<file path="config.mk">
export PLATFORM = sky130hd
export DESIGN_NAME = ps2_scan_receiver
export DESIGN_NICKNAME = d
export VERILOG_FILES = /design/src/rtl/ps2_scan_receiver.sv
export SDC_FILE = /design/constraint.sdc
export NUM_CORES = 1
export LEC_CHECK = 0
export CAP_MARGIN = 15
export CELL_PAD_IN_SITES_DETAIL_PLACEMENT = 1
export CELL_PAD_IN_SITES_GLOBAL_PLACEMENT = 1
export CORE_MARGIN = 8
export CORE_UTILIZATION = 48
export CTS_CLUSTER_SIZE = 8
export DETAILED_ROUTE_END_ITERATION = 10
export PLACE_DENSITY_LB_ADDON = 0.1
export SLEW_MARGIN = 20
export SYNTH_ARGS = -nofsm -noshare
export SYNTH_HDL_FRONTEND = slang
export SYNTH_SLANG_ARGS = --single-unit
</file>
<file path="constraint.sdc">
create_clock -name CLK -period 2.95 [get_ports CLK]
set_clock_uncertainty 0.05 [all_clocks]
set_input_delay 0.295 -clock CLK [delete_from_list [all_inputs] [get_ports CLK]]
set_output_delay 0.295 -clock CLK [all_outputs]
set_load 0.03 [all_outputs]
</file>
<file path="src/rtl/ps2_scan_receiver.sv">
// PS/2 keyboard receiver: synchronise, frame, check, queue scan events.
// Define PS2_PREFIX_DECODE_EN to fold E0/F0 prefixes into event flags.
module ps2_scan_receiver #(
  parameter int CLK_DIV    = 250,
  parameter int TIMEOUT    = 4000,
  parameter int FIFO_DEPTH = 4
) (
  input  logic                        CLK,
  input  logic                        RST_N,
  input  logic                        PS2_CLK,
  input  logic                        PS2_DATA,
  output logic [7:0]                  EVT_CODE,
  output logic                        EVT_EXT,
  output logic                        EVT_BREAK,
  output logic                        EVT_VALID,
  input  logic                        EVT_READY,
  output logic                        FRAME_ERR,
  output logic                        OVERFLOW,
  output logic [$clog2(FIFO_DEPTH):0] FIFO_LEVEL
);

  localparam int DW = $clog2(CLK_DIV);
  localparam int TW = $clog2(TIMEOUT + 1);
  localparam int AW = $clog2(FIFO_DEPTH);
  localparam int LW = AW + 1;

  typedef enum logic [1:0] {
    IDLE,
    SHIFT,
    CHECK
  } state_t;

  state_t        state_q, state_d;
  logic          ps2c_s1_q, ps2c_s2_q;
  logic          ps2d_s1_q, ps2d_s2_q;
  logic          prev_q, prev_d;
  logic [DW-1:0] div_q, div_d;
  logic [3:0]    bit_q, bit_d;
  logic [TW-1:0] tmo_q, tmo_d;
  logic [9:0]    shift_q, shift_d;
  logic          ferr_q, ferr_d;
  logic          ovf_q, ovf_d;
  logic [AW-1:0] wr_q, wr_d;
  logic [AW-1:0] rd_q, rd_d;
  logic [LW-1:0] lvl_q, lvl_d;
  logic [9:0]    mem_q [FIFO_DEPTH];
`ifdef PS2_PREFIX_DECODE_EN
  logic          ext_q, ext_d;
  logic          brk_q, brk_d;
`endif

  logic       tick;
  logic       fall;
  logic       frame_ok;
  logic       push;
  logic [9:0] push_data;
  logic       pop;
  logic       full;
  logic       wr_en;
  logic [9:0] head;

  always_comb begin
    tick      = (div_q == DW'(CLK_DIV - 1));
    div_d     = tick ? '0 : div_q + DW'(1);
    prev_d    = tick ? ps2c_s2_q : prev_q;
    fall      = tick & prev_q & ~ps2c_s2_q;
    frame_ok  = shift_q[9] & (^shift_q[8:0]);
    state_d   = state_q;
    bit_d     = bit_q;
    tmo_d     = tmo_q;
    shift_d   = shift_q;
    ferr_d    = 1'b0;
    push      = 1'b0;
    push_data = '0;
`ifdef PS2_PREFIX_DECODE_EN
    ext_d     = ext_q;
    brk_d     = brk_q;
`endif
    unique case (state_q)
      IDLE: begin
        if (fall) begin
          if (!ps2d_s2_q) begin
            state_d = SHIFT;
            bit_d   = 4'd1;
            tmo_d   = '0;
            shift_d = '0;
          end else begin
            ferr_d  = 1'b1;
          end
        end
      end
      SHIFT: begin
        if (fall) begin
          shift_d = {ps2d_s2_q, shift_q[9:1]};
          bit_d   = bit_q + 4'd1;
          tmo_d   = '0;
          if (bit_q == 4'd10) state_d = CHECK;
        end else if (tick) begin
          if (tmo_q == TW'(TIMEOUT - 1)) begin
            state_d = IDLE;
            ferr_d  = 1'b1;
            bit_d   = '0;
            tmo_d   = '0;
            shift_d = '0;
`ifdef PS2_PREFIX_DECODE_EN
            ext_d   = 1'b0;
            brk_d   = 1'b0;
`endif
          end else begin
            tmo_d   = tmo_q + TW'(1);
          end
        end
      end
      CHECK: begin
        state_d = IDLE;
        bit_d   = '0;
        tmo_d   = '0;
        if (frame_ok) begin
`ifdef PS2_PREFIX_DECODE_EN
          if (shift_q[7:0] == 8'hE0) begin
            ext_d = 1'b1;
          end else if (shift_q[7:0] == 8'hF0) begin
            brk_d = 1'b1;
          end else begin
            push      = 1'b1;
            push_data = {ext_q, brk_q, shift_q[7:0]};
            ext_d     = 1'b0;
            brk_d     = 1'b0;
          end
`else
          push      = 1'b1;
          push_data = {2'b00, shift_q[7:0]};
`endif
        end else begin
          ferr_d = 1'b1;
`ifdef PS2_PREFIX_DECODE_EN
          ext_d  = 1'b0;
          brk_d  = 1'b0;
`endif
        end
      end
      default: state_d = IDLE;
    endcase
  end

  // A push into a full FIFO is only legal when the head leaves this cycle.
  always_comb begin
    head  = mem_q[rd_q];
    pop   = EVT_VALID & EVT_READY;
    full  = (lvl_q == LW'(FIFO_DEPTH));
    wr_en = push & (~full | pop);
    ovf_d = ovf_q | (push & full & ~pop);
    wr_d  = wr_en ? wr_q + AW'(1) : wr_q;
    rd_d  = pop ? rd_q + AW'(1) : rd_q;
    lvl_d = lvl_q;
    if (wr_en && !pop) lvl_d = lvl_q + LW'(1);
    if (!wr_en && pop) lvl_d = lvl_q - LW'(1);
  end

  always_ff @(posedge CLK) begin
    if (!RST_N) begin
      state_q   <= IDLE;
      ps2c_s1_q <= 1'b1;
      ps2c_s2_q <= 1'b1;
      ps2d_s1_q <= 1'b1;
      ps2d_s2_q <= 1'b1;
      prev_q    <= 1'b1;
      div_q     <= '0;
      bit_q     <= '0;
      tmo_q     <= '0;
      shift_q   <= '0;
      ferr_q    <= 1'b0;
      ovf_q     <= 1'b0;
      wr_q      <= '0;
      rd_q      <= '0;
      lvl_q     <= '0;
      for (int i = 0; i < FIFO_DEPTH; i++)
        mem_q[i] <= '0;
`ifdef PS2_PREFIX_DECODE_EN
      ext_q     <= 1'b0;
      brk_q     <= 1'b0;
`endif
    end else begin
      state_q   <= state_d;
      ps2c_s1_q <= PS2_CLK;
      ps2c_s2_q <= ps2c_s1_q;
      ps2d_s1_q <= PS2_DATA;
      ps2d_s2_q <= ps2d_s1_q;
      prev_q    <= prev_d;
      div_q     <= div_d;
      bit_q     <= bit_d;
      tmo_q     <= tmo_d;
      shift_q   <= shift_d;
      ferr_q    <= ferr_d;
      ovf_q     <= ovf_d;
      wr_q      <= wr_d;
      rd_q      <= rd_d;
      lvl_q     <= lvl_d;
      if (wr_en) mem_q[wr_q] <= push_data;
`ifdef PS2_PREFIX_DECODE_EN
      ext_q     <= ext_d;
      brk_q     <= brk_d;
`endif
    end
  end

  assign EVT_VALID  = RST_N & (lvl_q != '0);
  assign EVT_CODE   = EVT_VALID ? head[7:0] : 8'h00;
  assign EVT_BREAK  = EVT_VALID & head[8];
  assign EVT_EXT    = EVT_VALID & head[9];
  assign FRAME_ERR  = ferr_q;
  assign OVERFLOW   = ovf_q;
  assign FIFO_LEVEL = lvl_q;

endmodule
</file>
==> run_results.csv <==
group,metric,value,unit
run_status,status,"finished clean",
yosys,synth_xor_area_frac,0.0524,
finish,n_antenna_cell,0,
worst_hold_path,hold_path_class,"flip-flop to flip-flop",
setup_path,r2r_cells,8,
routing,drt-wirelength-per-cell,17.7,microns
setup_path,cpPeakStageDelay,0.52,ns
routing,dr.first_iter.drc_count,164,
setup_path,r2r-start,"shift_q[3]",
worst_hold_path,min_to,"ps2c_s2_q",
finish,n_fill_cell,975,
cts,cts-buffers-inserted,9,
floorplan,dieArea,0.0121,sq mm
place,portBuffers,18,
cts,hold_buffers,0,
routing,vias,3141,
setup_path,cp-start-kind,"flip-flop",
sta,slew_headroom,0.545,
finish,area_growth,11.1,%
yosys,ys_warn_count,0,
finish,finish.instance_area,0.00469,sq mm
yosys,syn_avg_cell_area,10.5,sq um
setup_path,r2r_setup_slack,0.13,ns
worst_hold_path,min_from,"ps2c_s1_q",
finish,drive_gt1_frac,0.146,
setup_path,cp.arrival,3.06,ns
cts,cts_max_level,3,
finish,final_nets,441,
sta,setup_viol_count_final,0,
global_routing,grt_pass1_wl,16100,microns
setup_path,path_max_fanout,7,
yosys,synthArstFlopShare,0,
floorplan,fp.dieH,110,microns
cts,cts-root-buf,"clkbuf_8",
sta,period_minus_slack,2.82,ns
floorplan,fp.dieW,110,microns
pwr,ir_worst_vdd,0.252,mV
routing,antenna_left,0,
routing,avgViaCountPerCell,5.83,
global_routing,antenna_found_initial,0,
worst_hold_path,whs_path_depth,1,
sta,fin_crit_sh,0.955,
cts,cts_sinks,84,
yosys,synth_edf_count,32,
yosys,synthMuxAreaShare,0.0610,
global_routing,first_global_vias,3202,
yosys,synth_top_family_by_area,"simple AND/OR/NAND/NOR gates",
floorplan,core_region_area,0.00864,sq mm
sta,tightest_slew,0.681,ns
yosys,synth-compound-area-share,0.0969,
yosys,ys_types,69,
sta,drv_slew,0,
setup_path,cpMostUsedCell,"mux2i_1",
setup_path,crit_slowest_cell,"xnor3_2",
floorplan,num_rows,34,
cts,cts_max_path_buffers,2,
global_routing,track_usage,0.170,
sta,hold_viol,0,
yosys,syn_inst,404,
sta,fin_setup_tns,0,ns
yosys,seq_area_frac_synth,0.474,
cts,ctsResizeCount,0,
setup_path,worstPathRequired,3.20,ns
cts,clkTransAtPathRegs,0.09,ns
routing,dr.pass1.iters,4,
floorplan,start_util,0.489,
pwr,p_leak,1.71,nW
pwr,power.density,479,mW/mm^2
sta,fmax,355,MHz
global_routing,gr-total-overflow,0,
setup_path,crit_type,"flip-flop to flip-flop",
place,dpl_cell_area,0.00449,sq mm
setup_path,rr_endpoint,"FIFO_LEVEL[2]",
routing,post-route-drc-count,0,
yosys,synth_fa_ha_area_frac,0.0314,
yosys,synth_ff_type,"dfxtp_1",
floorplan,pin_count,21,
flow_run,max_cap_viol_count,0,
yosys,synth-simple-area-share,0.243,
place,gp_congestion,0.763,
yosys,synth_seq_cells,84,
routing,totalWireLength,9550,microns
cts,cts_setup_buffers,0,
global_routing,grt_max_degree,26,
cts,cts_tree,"yes",
setup_path,worstPathCellList,"xor2_1, xnor3_2, mux2i_4, nand2_1, fa_1, or3_1, mux2i_1, mux2i_1",
setup_path,endpoint_kind,"flip-flop",
cts,insertion_delay,0.36,ns
sta,rsz0062_at_grt,"false",
yosys,syn_area,0.00422,sq mm
place,dp_hpwl,6880,microns
synth_stat cells (4+ instances only):
| cell type | instances | area (sq um) |
|---|---|---|
| nand2b_1 | 8 | 50.1 |
| ha_1 | 9 | 113 |
| nand4_1 | 15 | 93.8 |
| nand2_1 | 21 | 78.8 |
| clkbuf_1 | 11 | 41.3 |
| nor2_1 | 30 | 113 |
| inv_1 | 13 | 48.8 |
| edfxtp_1 | 32 | 961 |
| dfxtp_1 | 52 | 1040 |
| mux4_2 | 8 | 180 |
| nor3_1 | 8 | 40.0 |
| nor4_1 | 5 | 31.3 |
| a21oi_1 | 21 | 105 |
| and3_1 | 17 | 106 |
| xor2_1 | 10 | 87.6 |
| and2_1 | 17 | 106 |
| nand3_1 | 19 | 95.1 |
| nor2b_1 | 11 | 68.8 |
| o21ai_0 | 17 | 85.1 |
| xnor2_1 | 10 | 87.6 |
| mux2i_1 | 4 | 40.0 |
sequential cells by signal, indices dropped and copies added (netlist names), named ones only:
register    cells
shift_q        10
bit_q           4
ps2d_s2_q       1
ps2c_s1_q       1
ps2d_s1_q       1
rd_q            2
div_q           8
mem_q          32
ps2c_s2_q       1
wr_q            2
OVERFLOW        1
state_q         2
prev_q          1
FIFO_LEVEL      3
tmo_q          12
FRAME_ERR       1
power by group:
part           switching (mW)  internal (mW)
logic                   0.113         0.0560
clock network           0.442          0.396
registers              0.0152           1.23
final cells by class:
| type | count | area, sq um | share of cell area |
|---|---|---|---|
| clock buffers | 9 | 124 | 0.0264 |
| clock inverters | 7 | 75.1 | 0.0160 |
| inverters | 14 | 52.6 | 0.0112 |
| multi-input cells | 287 | 2060 | 0.438 |
| flip-flops and latches | 84 | 2000 | 0.427 |
| well taps | 108 | 135 | 0.0288 |
| repair buffers | 30 | 248 | 0.0528 |
critical path: cells and delay by family (launching register included):
| family | cells | cell delay [ns] |
|---|---|---|
| flops | 1 | 0.43 |
| mux | 3 | 0.69 |
| xor+xnor | 2 | 0.70 |
| fa+ha+maj | 1 | 0.38 |
| simple gates | 2 | 0.49 |
worst max-delay path by stage:
stage,cells after the start,slack [ns],to,from
6_report,8,0.13,FIFO_LEVEL[2],shift_q[3]
5_1_grt,8,0.005,FIFO_LEVEL[2],shift_q[3]
4_1_cts,8,0.14,FIFO_LEVEL[2],shift_q[4]
3_5_place_dp,8,0.17,FIFO_LEVEL[2],shift_q[4]
3_3_place_gp,8,0.26,FIFO_LEVEL[2],shift_q[4]
2_1_floorplan,8,0.40,FIFO_LEVEL[2],shift_q[4]
kinds of logic after synthesis:
family          after synthesis
xor+xnor                     22
buf+inv                      34
fa+ha+maj                    10
other cells                   1
simple gates                177
compound gates               62
flops                        84
mux                          14
per-layer routing:
metal | vias up | global-route usage | part of all wire
li1 | 1517 | - | -
met1 | 1575 | 0.207 | 0.46
met2 | 40 | 0.295 | 0.50
met3 | 9 | 0.0252 | 0.030
met4 | 0 | 0.0636 | 0.012
met5 | - | 0 | 0
layout by cell type, fill, tap and decap left out, types with 3 or more instances in the layout:
| master | count |
|---|---|
| or3_1 | 3 |
| xnor2_1 | 10 |
| nand2_1 | 21 |
| xor2_1 | 10 |
| nand4_1 | 15 |
| dfxtp_1 | 52 |
| mux2i_1 | 4 |
| nand3_1 | 19 |
| a21oi_1 | 21 |
| buf_4 | 21 |
| and3_1 | 17 |
| o21ai_0 | 17 |
| o31ai_1 | 3 |
| and4_1 | 3 |
| nor4_1 | 5 |
| nand2b_1 | 8 |
| and2_1 | 17 |
| ha_1 | 9 |
| inv_1 | 13 |
| nor2b_1 | 11 |
| edfxtp_1 | 32 |
| clkdlybuf4s50_1 | 9 |
| nor3_1 | 8 |
| clkbuf_8 | 9 |
| nor2_1 | 29 |
| mux4_2 | 8 |
per-stage QoR:
stage                     power, mW  std cells   util  hold slack, ns  worst slack [ns]
after floorplan                1.38        405      -           0.336             0.397
after CTS                      2.27        539  0.543           0.377             0.137
after global routing           2.33        539  0.543           0.394           0.00465
after global placement         1.43        523  0.520           0.354             0.259
after detailed placement       1.44        523  0.520           0.349             0.171
final                          2.25        539  0.543           0.370             0.134
No activity file was read; power rests on OpenSTA's default activity.
